===== config.mk =====
export PLATFORM = sky130hd
export DESIGN_NAME = ifu_pc_gen_flat
export DESIGN_NICKNAME = d
export VERILOG_FILES = /design/src/rtl/ifu_pc_gen_if.sv /design/src/rtl/ifu_pc_gen.sv /design/src/flat_wrapper.sv
export SDC_FILE = /design/constraint.sdc
export NUM_CORES = 1
export LEC_CHECK = 0
export BUFFER_PORTS_ARGS = -buffer_cell sky130_fd_sc_hd__buf_2
export CAP_MARGIN = 10
export CELL_PAD_IN_SITES_DETAIL_PLACEMENT = 1
export CELL_PAD_IN_SITES_GLOBAL_PLACEMENT = 1
export CORE_ASPECT_RATIO = 0.5
export CORE_MARGIN = 8
export CORE_UTILIZATION = 30
export CTS_CLUSTER_SIZE = 10
export DETAILED_ROUTE_END_ITERATION = 8
export PLACE_DENSITY_LB_ADDON = 0.08
export RECOVER_POWER = 100
export SYNTH_ARGS = -nofsm -noshare
export SYNTH_HDL_FRONTEND = slang
export SYNTH_SLANG_ARGS = --single-unit

===== constraint.sdc =====
create_clock -name clk -period 8.1 [get_ports clk]
set_input_delay 2.025 -clock clk [delete_from_list [all_inputs] [get_ports clk]]
set_output_delay 2.025 -clock clk [all_outputs]
set_load 0.03 [all_outputs]

===== src/rtl/ifu_pc_gen_if.sv =====
// Instruction-fetch bus between the PC generator and instruction memory.
//   fetch_req_o    : fetch request (driven by the PC generator)
//   fetch_addr_o   : fetch address (driven by the PC generator)
//   fetch_gnt_i    : request accepted when fetch_req_o & fetch_gnt_i
//   fetch_rvalid_i : in-order response valid
//   fetch_rdata_i  : response instruction word
// master = PC generator side, slave = memory side.
interface ifu_pc_gen_if;
  logic        fetch_req_o;
  logic [31:0] fetch_addr_o;
  logic        fetch_gnt_i;
  logic        fetch_rvalid_i;
  logic [31:0] fetch_rdata_i;

  modport master (
    output fetch_req_o,
    output fetch_addr_o,
    input  fetch_gnt_i,
    input  fetch_rvalid_i,
    input  fetch_rdata_i
  );

  modport slave (
    input  fetch_req_o,
    input  fetch_addr_o,
    output fetch_gnt_i,
    output fetch_rvalid_i,
    output fetch_rdata_i
  );
endinterface


===== src/rtl/ifu_pc_gen.sv =====
// Instruction-fetch PC generator. Holds the PC, issues pipelined fetch requests
// (up to MAX_OUTSTANDING granted-but-unreturned), tracks in-flight addresses in a
// small FIFO, delivers responses as one-cycle inst_valid_o pulses, and discards
// responses that belong to fetches made stale by a redirect.
//
// Ports:
//   clk, rst          : clock, asynchronous active-high reset
//   jump_flag_i/addr_i: redirect request and target (branch unit / interrupt entry)
//   hold_i            : stall, blocks new requests only
//   fetch             : fetch bus (ifu_pc_gen_if.master)
//   inst_valid_o/inst_o/inst_addr_o : delivered instruction
//   misalign_o/misalign_addr_o      : misaligned-redirect report
//
// Optional feature: define JUMP_MISALIGN_CHECK_EN to halt fetching on a redirect
// to a non word-aligned target and report it; otherwise targets are force-aligned.
module ifu_pc_gen #(
  parameter logic [31:0] RESET_PC        = 32'h0000_0000,
  parameter int unsigned MAX_OUTSTANDING = 2
) (
  input  logic               clk,
  input  logic               rst,
  input  logic               jump_flag_i,
  input  logic [31:0]        jump_addr_i,
  input  logic               hold_i,
  ifu_pc_gen_if.master       fetch,
  output logic               inst_valid_o,
  output logic [31:0]        inst_o,
  output logic [31:0]        inst_addr_o,
  output logic               misalign_o,
  output logic [31:0]        misalign_addr_o
);

  localparam logic [2:0] MaxCnt  = 3'(MAX_OUTSTANDING);
  localparam logic [1:0] LastPtr = 2'(MAX_OUTSTANDING - 1);

  logic [31:0] pc_q, pc_d;
  logic        started_q;
  logic        halted;
  logic [2:0]  outstanding_q, outstanding_d;
  logic [2:0]  kill_q, kill_d;
  logic [1:0]  wr_ptr_q, rd_ptr_q;
  // Sized for the largest legal depth; only the first MAX_OUTSTANDING slots are used.
  logic [31:0] fifo_q [4];
  logic        fetch_req, handshake, rsp, deliver;

  function automatic logic [1:0] ptr_inc(input logic [1:0] p);
    return (p == LastPtr) ? 2'd0 : p + 2'd1;
  endfunction

  assign fetch_req = started_q & ~hold_i & ~jump_flag_i & ~halted & (outstanding_q < MaxCnt);
  assign fetch.fetch_req_o  = fetch_req;
  assign fetch.fetch_addr_o = pc_q;

  assign handshake = fetch_req & fetch.fetch_gnt_i;
  // A response with nothing in flight is a protocol error and is ignored.
  assign rsp       = fetch.fetch_rvalid_i & (outstanding_q != 3'd0);
  assign deliver   = rsp & (kill_q == 3'd0) & ~jump_flag_i;

`ifdef JUMP_MISALIGN_CHECK_EN
  logic        halted_q;
  logic        misalign_jump;
  logic        misalign_q;
  logic [31:0] misalign_addr_q;

  assign misalign_jump   = jump_flag_i & (jump_addr_i[1:0] != 2'b00);
  assign halted          = halted_q;
  assign misalign_o      = misalign_q;
  assign misalign_addr_o = misalign_addr_q;

  always_comb begin
    pc_d = pc_q;
    if (jump_flag_i) begin
      if (!misalign_jump) pc_d = jump_addr_i;
    end else if (handshake) begin
      pc_d = pc_q + 32'd4;
    end
  end

  always_ff @(posedge clk or posedge rst) begin
    if (rst) begin
      halted_q        <= 1'b0;
      misalign_q      <= 1'b0;
      misalign_addr_q <= 32'd0;
    end else begin
      misalign_q <= misalign_jump;
      if (jump_flag_i) halted_q <= misalign_jump;
      if (misalign_jump) misalign_addr_q <= jump_addr_i;
    end
  end
`else
  logic unused_jump_lsbs;

  assign unused_jump_lsbs = ^jump_addr_i[1:0];
  assign halted           = 1'b0;
  assign misalign_o       = 1'b0;
  assign misalign_addr_o  = 32'd0;

  always_comb begin
    pc_d = pc_q;
    if (jump_flag_i) begin
      pc_d = {jump_addr_i[31:2], 2'b00};
    end else if (handshake) begin
      pc_d = pc_q + 32'd4;
    end
  end
`endif

  always_comb begin
    outstanding_d = outstanding_q + {2'b00, handshake} - {2'b00, rsp};
    kill_d        = kill_q;
    if (jump_flag_i) begin
      // Everything still in flight after this cycle's response is stale.
      kill_d = outstanding_q - {2'b00, rsp};
    end else if (rsp && kill_q != 3'd0) begin
      kill_d = kill_q - 3'd1;
    end
  end

  always_ff @(posedge clk or posedge rst) begin
    if (rst) begin
      pc_q          <= RESET_PC;
      started_q     <= 1'b0;
      outstanding_q <= 3'd0;
      kill_q        <= 3'd0;
      wr_ptr_q      <= 2'd0;
      rd_ptr_q      <= 2'd0;
      for (int i = 0; i < 4; i++) fifo_q[i] <= 32'd0;
      inst_valid_o  <= 1'b0;
      inst_o        <= 32'd0;
      inst_addr_o   <= 32'd0;
    end else begin
      pc_q          <= pc_d;
      started_q     <= 1'b1;
      outstanding_q <= outstanding_d;
      kill_q        <= kill_d;
      if (handshake) begin
        fifo_q[wr_ptr_q] <= pc_q;
        wr_ptr_q         <= ptr_inc(wr_ptr_q);
      end
      if (rsp) rd_ptr_q <= ptr_inc(rd_ptr_q);
      inst_valid_o <= deliver;
      if (deliver) begin
        inst_o      <= fetch.fetch_rdata_i;
        inst_addr_o <= fifo_q[rd_ptr_q];
      end
    end
  end

endmodule


===== src/flat_wrapper.sv =====
// flat-port wrapper written by rule: the top's interface ports become plain ports
module ifu_pc_gen_flat 
#(
  parameter logic [31:0] RESET_PC        = 32'h0000_0000,
  parameter int unsigned MAX_OUTSTANDING = 2
)
  (clk, rst, jump_flag_i, jump_addr_i, hold_i, inst_valid_o, inst_o, inst_addr_o, misalign_o, misalign_addr_o, fetch_fetch_req_o, fetch_fetch_addr_o, fetch_fetch_gnt_i, fetch_fetch_rvalid_i, fetch_fetch_rdata_i);
  ifu_pc_gen_if fetch_i ();
  input  logic clk;
  input  logic rst;
  input  logic jump_flag_i;
  input  logic [31:0] jump_addr_i;
  input  logic hold_i;
  output logic inst_valid_o;
  output logic [31:0] inst_o;
  output logic [31:0] inst_addr_o;
  output logic misalign_o;
  output logic [31:0] misalign_addr_o;
  output wire logic [$bits(fetch_i.fetch_req_o)-1:0] fetch_fetch_req_o;
  output wire logic [$bits(fetch_i.fetch_addr_o)-1:0] fetch_fetch_addr_o;
  input wire logic [$bits(fetch_i.fetch_gnt_i)-1:0] fetch_fetch_gnt_i;
  input wire logic [$bits(fetch_i.fetch_rvalid_i)-1:0] fetch_fetch_rvalid_i;
  input wire logic [$bits(fetch_i.fetch_rdata_i)-1:0] fetch_fetch_rdata_i;
  assign fetch_fetch_req_o = fetch_i.fetch_req_o;
  assign fetch_fetch_addr_o = fetch_i.fetch_addr_o;
  assign fetch_i.fetch_gnt_i = fetch_fetch_gnt_i;
  assign fetch_i.fetch_rvalid_i = fetch_fetch_rvalid_i;
  assign fetch_i.fetch_rdata_i = fetch_fetch_rdata_i;
  ifu_pc_gen #(.RESET_PC(RESET_PC), .MAX_OUTSTANDING(MAX_OUTSTANDING)) u_core (.clk(clk), .rst(rst), .jump_flag_i(jump_flag_i), .jump_addr_i(jump_addr_i), .hold_i(hold_i), .fetch(fetch_i), .inst_valid_o(inst_valid_o), .inst_o(inst_o), .inst_addr_o(inst_addr_o), .misalign_o(misalign_o), .misalign_addr_o(misalign_addr_o));
endmodule

==> summary.txt, run 1 <==
Status
  – Outcome: finished with violations
  – Failing checks: capacitance limit, slew limit

GRT
  – First-pass GRT wire length: 46.8 mm
  – Initial antenna violation count: 0
  – Global route overflow: 0
  – Total track usage: 14.3%
  – Vias in the first global route: 7,508
  – Largest net degree at the start of global routing: 136

Floorplan
  – Die X: 279 µm
  – Core box area: 34,200 µm²
  – IO Count: 201
  – # rows: 48
  – Die Ht: 147 µm
  – Die area: 41,100 µm²
  – Starting density of the core: 30.2%

STA
  – Slew Viols, Final: 133
  – Actual slew at the worst max-slew pin: 2.27 ns
  – WHS: 0.472 ns
  – Final min period: 5.94 ns
  – Setup TNS: 0 ns
  – Rel. slew slack: -51.4%
  – Tcrit/Tclk final: 73.3%
  – Setup slack after layout: 2.16 ns
  – RSZ-0062 raised after global routing: false
  – Peak Freq: 0.168 GHz
  – Skew final: 0.0149 ns
  – Final setup viols: 0
  – Final Hold Fails: 0

Placed design
  – DP HPWL: 19.2 mm
  – Gp weighted congestion: 0.685
  – Dpl ws: 3.14 ns
  – Placed Area: 11,400 µm²
  – Number of buffers inserted by port buffering: 161

Final layout
  – Register Area: 5610 µm²
  – Footprint of the multi-input gates: 4170 µm²
  – Diode count: 0
  – Layout Nets: 1,053
  – Final instance area: 11,900 µm²
  – Area grow syn2layout: 14.5%
  – Fill cell count: 3,756
  – Final core utilization: 34.6%
  – Share of layout cells above drive strength 1: 25.9%

Yosys
  – Leading area contributor after synthesis: dfrtp_1
  – Synth top area share: 54.1%
  – Most frequent cells after synthesis: 224 x dfrtp_1, 147 x nand2_1, 118 x mux2_2
  – Count leader, synth: dfrtp_1
  – EDFF count, synth: 0
  – Cells after Synth: 835
  – Cell Area, Synth: 10,400 µm²
  – Synth cell types: 56
  – Synth async-reset ratio: 100%
  – Most used DFF post-synth: dfrtp_1
  – Register bit total from synthesis: 224
  – Seq/Total Area, Yosys: 54.1%
  – Top cells by area, synth: dfrtp_1 54%, mux2_2 13%, mux4_2 6.5%
  – Avg Cell Area, Syn: 12.4 µm²
  – YS warnings: 0

Clock tree
  – Clk root buf: clkbuf_16
  – Htree depth: 1
  – Cts hold-fix bufs: 0
  – Reg clk slew, reported paths: 0.05 ns
  – TritonCTS clock tree: yes
  – Total CTS buffers: 26
  – Num Clock Sinks: 224
  – Post-CTS Setup Bufs: 0
  – Max Root-Sink Buffers: 3
  – Post-CTS Resized: 0
  – Skew-Pair Late Insertion Delay: 0.54 ns

Setup path
  – CP Max Fanout: 33
  – Cell family with most CP delay: simple AND/OR/NAND/NOR gates
  – CP Data Arrival Time: 6.34 ns
  – Worst path bufs/invs: 2
  – CP endpoint kind: flip-flop
  – WP data required: 8.50 ns
  – Worst-path cell chain: clkbuf_1, and4bb_1, nand2_1, nor3_1, clkbuf_1, mux2_2
  – Crit path top cell by count: clkbuf_1
  – Crit path kind: input port to flip-flop
  – CP max stage delay: 1.64 ns
  – CP Launch Type: input port
  – Crit-path slowest cell: clkbuf_1

Drt
  – Pre-antenna DRT Iters: 4
  – DR iter-0 viols: 311
  – # DRC: 0
  – DR vias: 6,801
  – Antenna-violating nets left: 0
  – Routed WL: 29.4 mm
  – Avg WL per Cell: 20.5 µm
  – Vias per cell: 4.75

Pwr
  – LEAKAGE: 5.65 nW
  – PD cells: 307 nW/µm²
  – Peak supply drop: 0.119 mV

Run
  – # Max-Cap Violations: 4

Min path
  – Min-Delay Path Class: flip-flop to flip-flop
==> layer usage <==
| layer | track usage, % | vias to the layer above | wire length, µm |
|---|---|---|---|
| met2 | 23.9 | 106 | 14100 |
| met4 | 2.41 | 0 | 383 |
| met1 | 19.5 | 3530 | 13900 |
| met3 | 2.82 | 37 | 1050 |
| met5 | 0 | - | 0 |
| li1 | - | 3128 | - |
==> tightest hold or removal path: stages, from the launching register on <==
cell and delay [ns]:
dfrtp_1 0.34, nand2_1 0.05, nand2_1 0.05
==> final timing paths <==
kind	start	endpoint	slack (ns)	cells past startpoint
max	jump_flag_i	u_core.fifo_q[102]	2.16	6
min	u_core.inst_o[8]	u_core.inst_o[8]	0.47	2
max reg2reg	u_core.outstanding_q[1]	u_core.fifo_q[102]	3.21	7
min reg2reg	u_core.inst_o[8]	u_core.inst_o[8]	0.47	2
max in group asynchronous	rst	u_core.rd_ptr_q[0]	4.83	3
min in group asynchronous	rst	u_core.inst_o[13]	1.87	2
==> cells in the final DEF (no fill, tap or decap), types with 4 or more instances in the layout <==
cell type	synthesis	layout
nor3_1	6	6
a21oi_1	6	6
nor4_1	5	5
buf_2	32	65
mux2_1	0	23
clkbuf_16	0	27
nand2_1	147	148
a31oi_1	5	5
o21ai_0	30	30
o31a_1	4	4
mux4_2	30	30
conb_1	2	38
buf_4	38	5
dfrtp_1	224	223
clkbuf_1	16	106
ha_1	6	6
mux2_2	118	118
nand4_1	12	12
nand3b_1	3	4
nor2b_1	6	6
nor2_1	25	26
o211ai_1	6	6
nand3_1	13	14
xnor2_1	4	4
inv_1	14	15
and3_1	7	7
o311ai_0	5	7
==> kinds of logic (layout without fill, tap and decap cells) <==
family / Yosys count / in the layout / synth area share (%)
buffers and inverters: 109 / 220 / 5.97
AND/OR/NAND/NOR: 237 / 237 / 10.4
other: 2 / 38 / 0.0725
multiplexers: 175 / 175 / 23.2
XOR/XNOR: 6 / 6 / 0.507
AO/OA/AOI/OAI: 75 / 75 / 4.83
adder cells (fa/ha/maj): 7 / 7 / 0.918
flip-flops: 224 / 224 / 54.1
==> flip-flops by register name (all words and copies together) (netlist names), 2 cells and up <==
| register | flops |
|---|---|
| u_core.fetch.fetch_addr_o | 30 |
| u_core.fifo_q | 120 |
| u_core.inst_addr_o | 30 |
| u_core.inst_o | 32 |
| u_core.kill_q | 3 |
| u_core.outstanding_q | 3 |
| u_core.rd_ptr_q | 2 |
| u_core.wr_ptr_q | 2 |
==> cell type report <==
type	instances	area share [%]
clock buffer	34	5.92
tap	450	4.75
multi-input combinational	538	35.1
inverter	16	0.517
timing repair buffer	170	6.37
sequential	224	47.3
==> power by group <==
| group | switching, mW | internal [mW] |
|---|---|---|
| Combinational | 0.644 | 0.386 |
| Clock | 0.451 | 0.593 |
| Sequential | 0.178 | 1.39 |
==> metrics by stage <==
step	power, mW	cells
after floorplan	2.39	871
after global placement	2.69	1398
after detailed placement	2.71	1398
after CTS	3.79	1432
after global routing	3.88	1432
final	3.64	1432
Note: power is estimated with default switching activity, not from simulation.
==> run 2: changes to the inputs <==
Clock period 8.1 ns to 5.2 ns, I/O delays scaled along.
==> run 2 against run 1 <==
The flow still finishes with violations (capacitance limit, slew limit). Clock skew up 0.011 ns. Clock-buffer cell count down 5. Global-route usage up 0.075 points. Critical path depth up 1. Worst setup slack worse by 0.87 ns. Critical endpoint is now u_core.fifo_q[73]. Highest routed layer unchanged.
==> summary.txt, run 2 (same netlist as run 1, synthesis figures left out) <==
Setup path
  – WP data required: 5.60 ns (-2.90 ns)
  – CP endpoint kind: flip-flop
  – CP Data Arrival Time: 4.31 ns (-2.03 ns)
  – CP Launch Type: input port
  – CP Max Fanout: 18 (-45%)
  – Worst path bufs/invs: 3 (+1)
  – Crit-path slowest cell: nand3b_1
  – Cell family with most CP delay: simple AND/OR/NAND/NOR gates
  – Worst-path cell chain: clkbuf_1, and4bb_1, nand2_2, inv_1, nand3b_1, buf_4, mux2_2
  – Crit path kind: input port to flip-flop
  – CP max stage delay: 0.93 ns (-0.71 ns)

Floorplan
  – Core box area: 34,200 µm² (unchanged)
  – # rows: 48 (unchanged)
  – Die area: 41,100 µm² (unchanged)
  – Starting density of the core: 30.2% (unchanged)
  – Die X: 279 µm (unchanged)
  – Die Ht: 147 µm (unchanged)
  – IO Count: 201 (unchanged)

Drt
  – # DRC: 0 (unchanged)
  – Vias per cell: 4.79 (+0.94%)
  – Avg WL per Cell: 20.8 µm (+1.3%)
  – Antenna-violating nets left: 0 (unchanged)
  – Pre-antenna DRT Iters: 4 (unchanged)
  – DR iter-0 viols: 263 (-15%)
  – DR vias: 6,870 (+1.0%)
  – Routed WL: 29.8 mm (+1.4%)

Pwr
  – LEAKAGE: 5.68 nW (+0.42%)
  – Peak supply drop: 0.184 mV (+54%)
  – Design Power: 5.69 mW (+57%)
  – PD cells: 479 nW/µm² (+56%)

Clock tree
  – Htree depth: 1 (unchanged)
  – Reg clk slew, reported paths: 0.06 ns (about the same)
  – Cts hold-fix bufs: 0 (unchanged)
  – TritonCTS clock tree: yes
  – Clk root buf: clkbuf_16
  – Skew-Pair Late Insertion Delay: 0.54 ns (about the same)
  – Max Root-Sink Buffers: 3 (unchanged)
  – Num Clock Sinks: 224 (unchanged)
  – Post-CTS Setup Bufs: 0 (unchanged)
  – Total CTS buffers: 26 (unchanged)
  – Post-CTS Resized: 0 (unchanged)

Final layout
  – Share of layout cells above drive strength 1: 26.4% (+0.58 points)
  – Largest reg by FF count: u_core.fifo_q
  – Max reg flops: 120 (unchanged)
  – Commonest non-fill, non-tap cells in the layout: 223 x dfrtp_1, 147 x nand2_1, 118 x mux2_2
  – Leading cell type in the layout, fill and taps excluded: dfrtp_1
  – Fill cell count: 3,774 (+0.48%)
  – Area grow syn2layout: 14.9%
  – Diode count: 0 (unchanged)
  – Footprint of the multi-input gates: 4160 µm² (about the same)
  – Register Area: 5610 µm² (unchanged)
  – Layout Nets: 1,057 (+0.38%)
  – Biggest regs: u_core.fifo_q: 120 flops, u_core.inst_o: 32 flops

GRT
  – Initial antenna violation count: 0 (unchanged)
  – Total track usage: 14.4% (+0.075 points)
  – Vias in the first global route: 7,381 (-1.7%)
  – Largest net degree at the start of global routing: 99 (-27%)
  – Global route overflow: 0 (unchanged)
  – First-pass GRT wire length: 47.1 mm (+0.68%)

STA
  – Skew final: 0.0261 ns (+0.0112 ns)
  – Final Hold Fails: 0 (unchanged)
  – Tcrit/Tclk final: 75.1%
  – Setup TNS: 0 ns (unchanged)
  – Slew Viols, Final: 102 (-23%)
  – Final min period: 3.90 ns
  – RSZ-0062 raised after global routing: false
  – Final setup viols: 0 (unchanged)
  – Peak Freq: 0.256 GHz
  – Actual slew at the worst max-slew pin: 3.22 ns (+0.948 ns)
  – Rel. slew slack: -115% (-63 points)

Run
  – # Max-Cap Violations: 3 (-1)

Placed design
  – Gp weighted congestion: 0.710 (+3.6%)
  – DP HPWL: 19.9 mm (+3.6%)
  – Number of buffers inserted by port buffering: 161 (unchanged)

Min path
  – Min-Delay Path Class: flip-flop to flip-flop

Status
  – Outcome: finished with violations
  – Failing checks: capacitance limit, slew limit
==> run 2: cell count changes in the layout (fill, tap and decap cells not counted), moves of 2 or more <==
| cell | change |
|---|---|
| mux2_4 | -2 |
| buf_4 | +3 |
| mux2_1 | +2 |
| clkbuf_1 | -5 |
==> run 2: area by class of cell <==
type | count | share of cell area (%)
clock buffers | 29 | 5.56
clock inverters | 2 | 0.389
inverters | 16 | 0.515
multi-input cells | 538 | 35.0
flip-flops and latches | 224 | 47.1
well taps | 450 | 4.73
repair buffers | 174 | 6.71
==> run 2: power by group <==
group | internal (mW) | switching, mW
Clock | 0.938 | 0.701
Combinational | 0.608 | 1.01
Sequential | 2.16 | 0.280
==> run 2: stage by stage <==
| step | worst slack, ns | util [%] | instance area, µm² | hold slack, ns | std cells |
|---|---|---|---|---|---|
| floorplan | 0.976 | - | 10500 | 0.445 | 871 |
| global placement | 1.47 | 33.4 | 11400 | 0.454 | 1402 |
| detailed placement | 1.46 | 33.4 | 11400 | 0.461 | 1402 |
| CTS | 1.84 | 35.5 | 12100 | 0.475 | 1433 |
| global route | 1.03 | 34.8 | 11900 | 0.502 | 1433 |
| finish | 1.30 | 34.8 | 11900 | 0.473 | 1433 |
==> run 2: path summary, 6_finish.rpt <==
kind	cells after the start	slack, ns	endpoint	startpoint
setup / recovery	7	1.30	u_core.fifo_q[73]	jump_flag_i
hold / removal	2	0.47	u_core.inst_o[16]	u_core.inst_o[16]
setup reg to reg	3	1.41	u_core.inst_addr_o[22]	u_core.rd_ptr_q[0]
hold reg to reg	2	0.47	u_core.inst_o[16]	u_core.inst_o[16]
max in group asynchronous	3	2.72	u_core.fetch.fetch_addr_o[18]	rst
min in group asynchronous	2	1.25	u_core.inst_addr_o[3]	rst
==> run 2: worst reg2reg max path, stage by stage, from the launching register on <==
cell      delay [ns]
dfrtp_2         0.33
clkbuf_1        2.26
mux4_2          0.79
mux2_1          0.30
==> run 2: layer usage <==
| layer | part of all wire, % | wire length, µm | global-route usage [%] |
|---|---|---|---|
| met5 | 0 | 0 | 0 |
| met4 | 1.8 | 534 | 2.73 |
| met3 | 4.0 | 1190 | 2.66 |
| met2 | 48 | 14300 | 23.9 |
| met1 | 46 | 13800 | 19.7 |
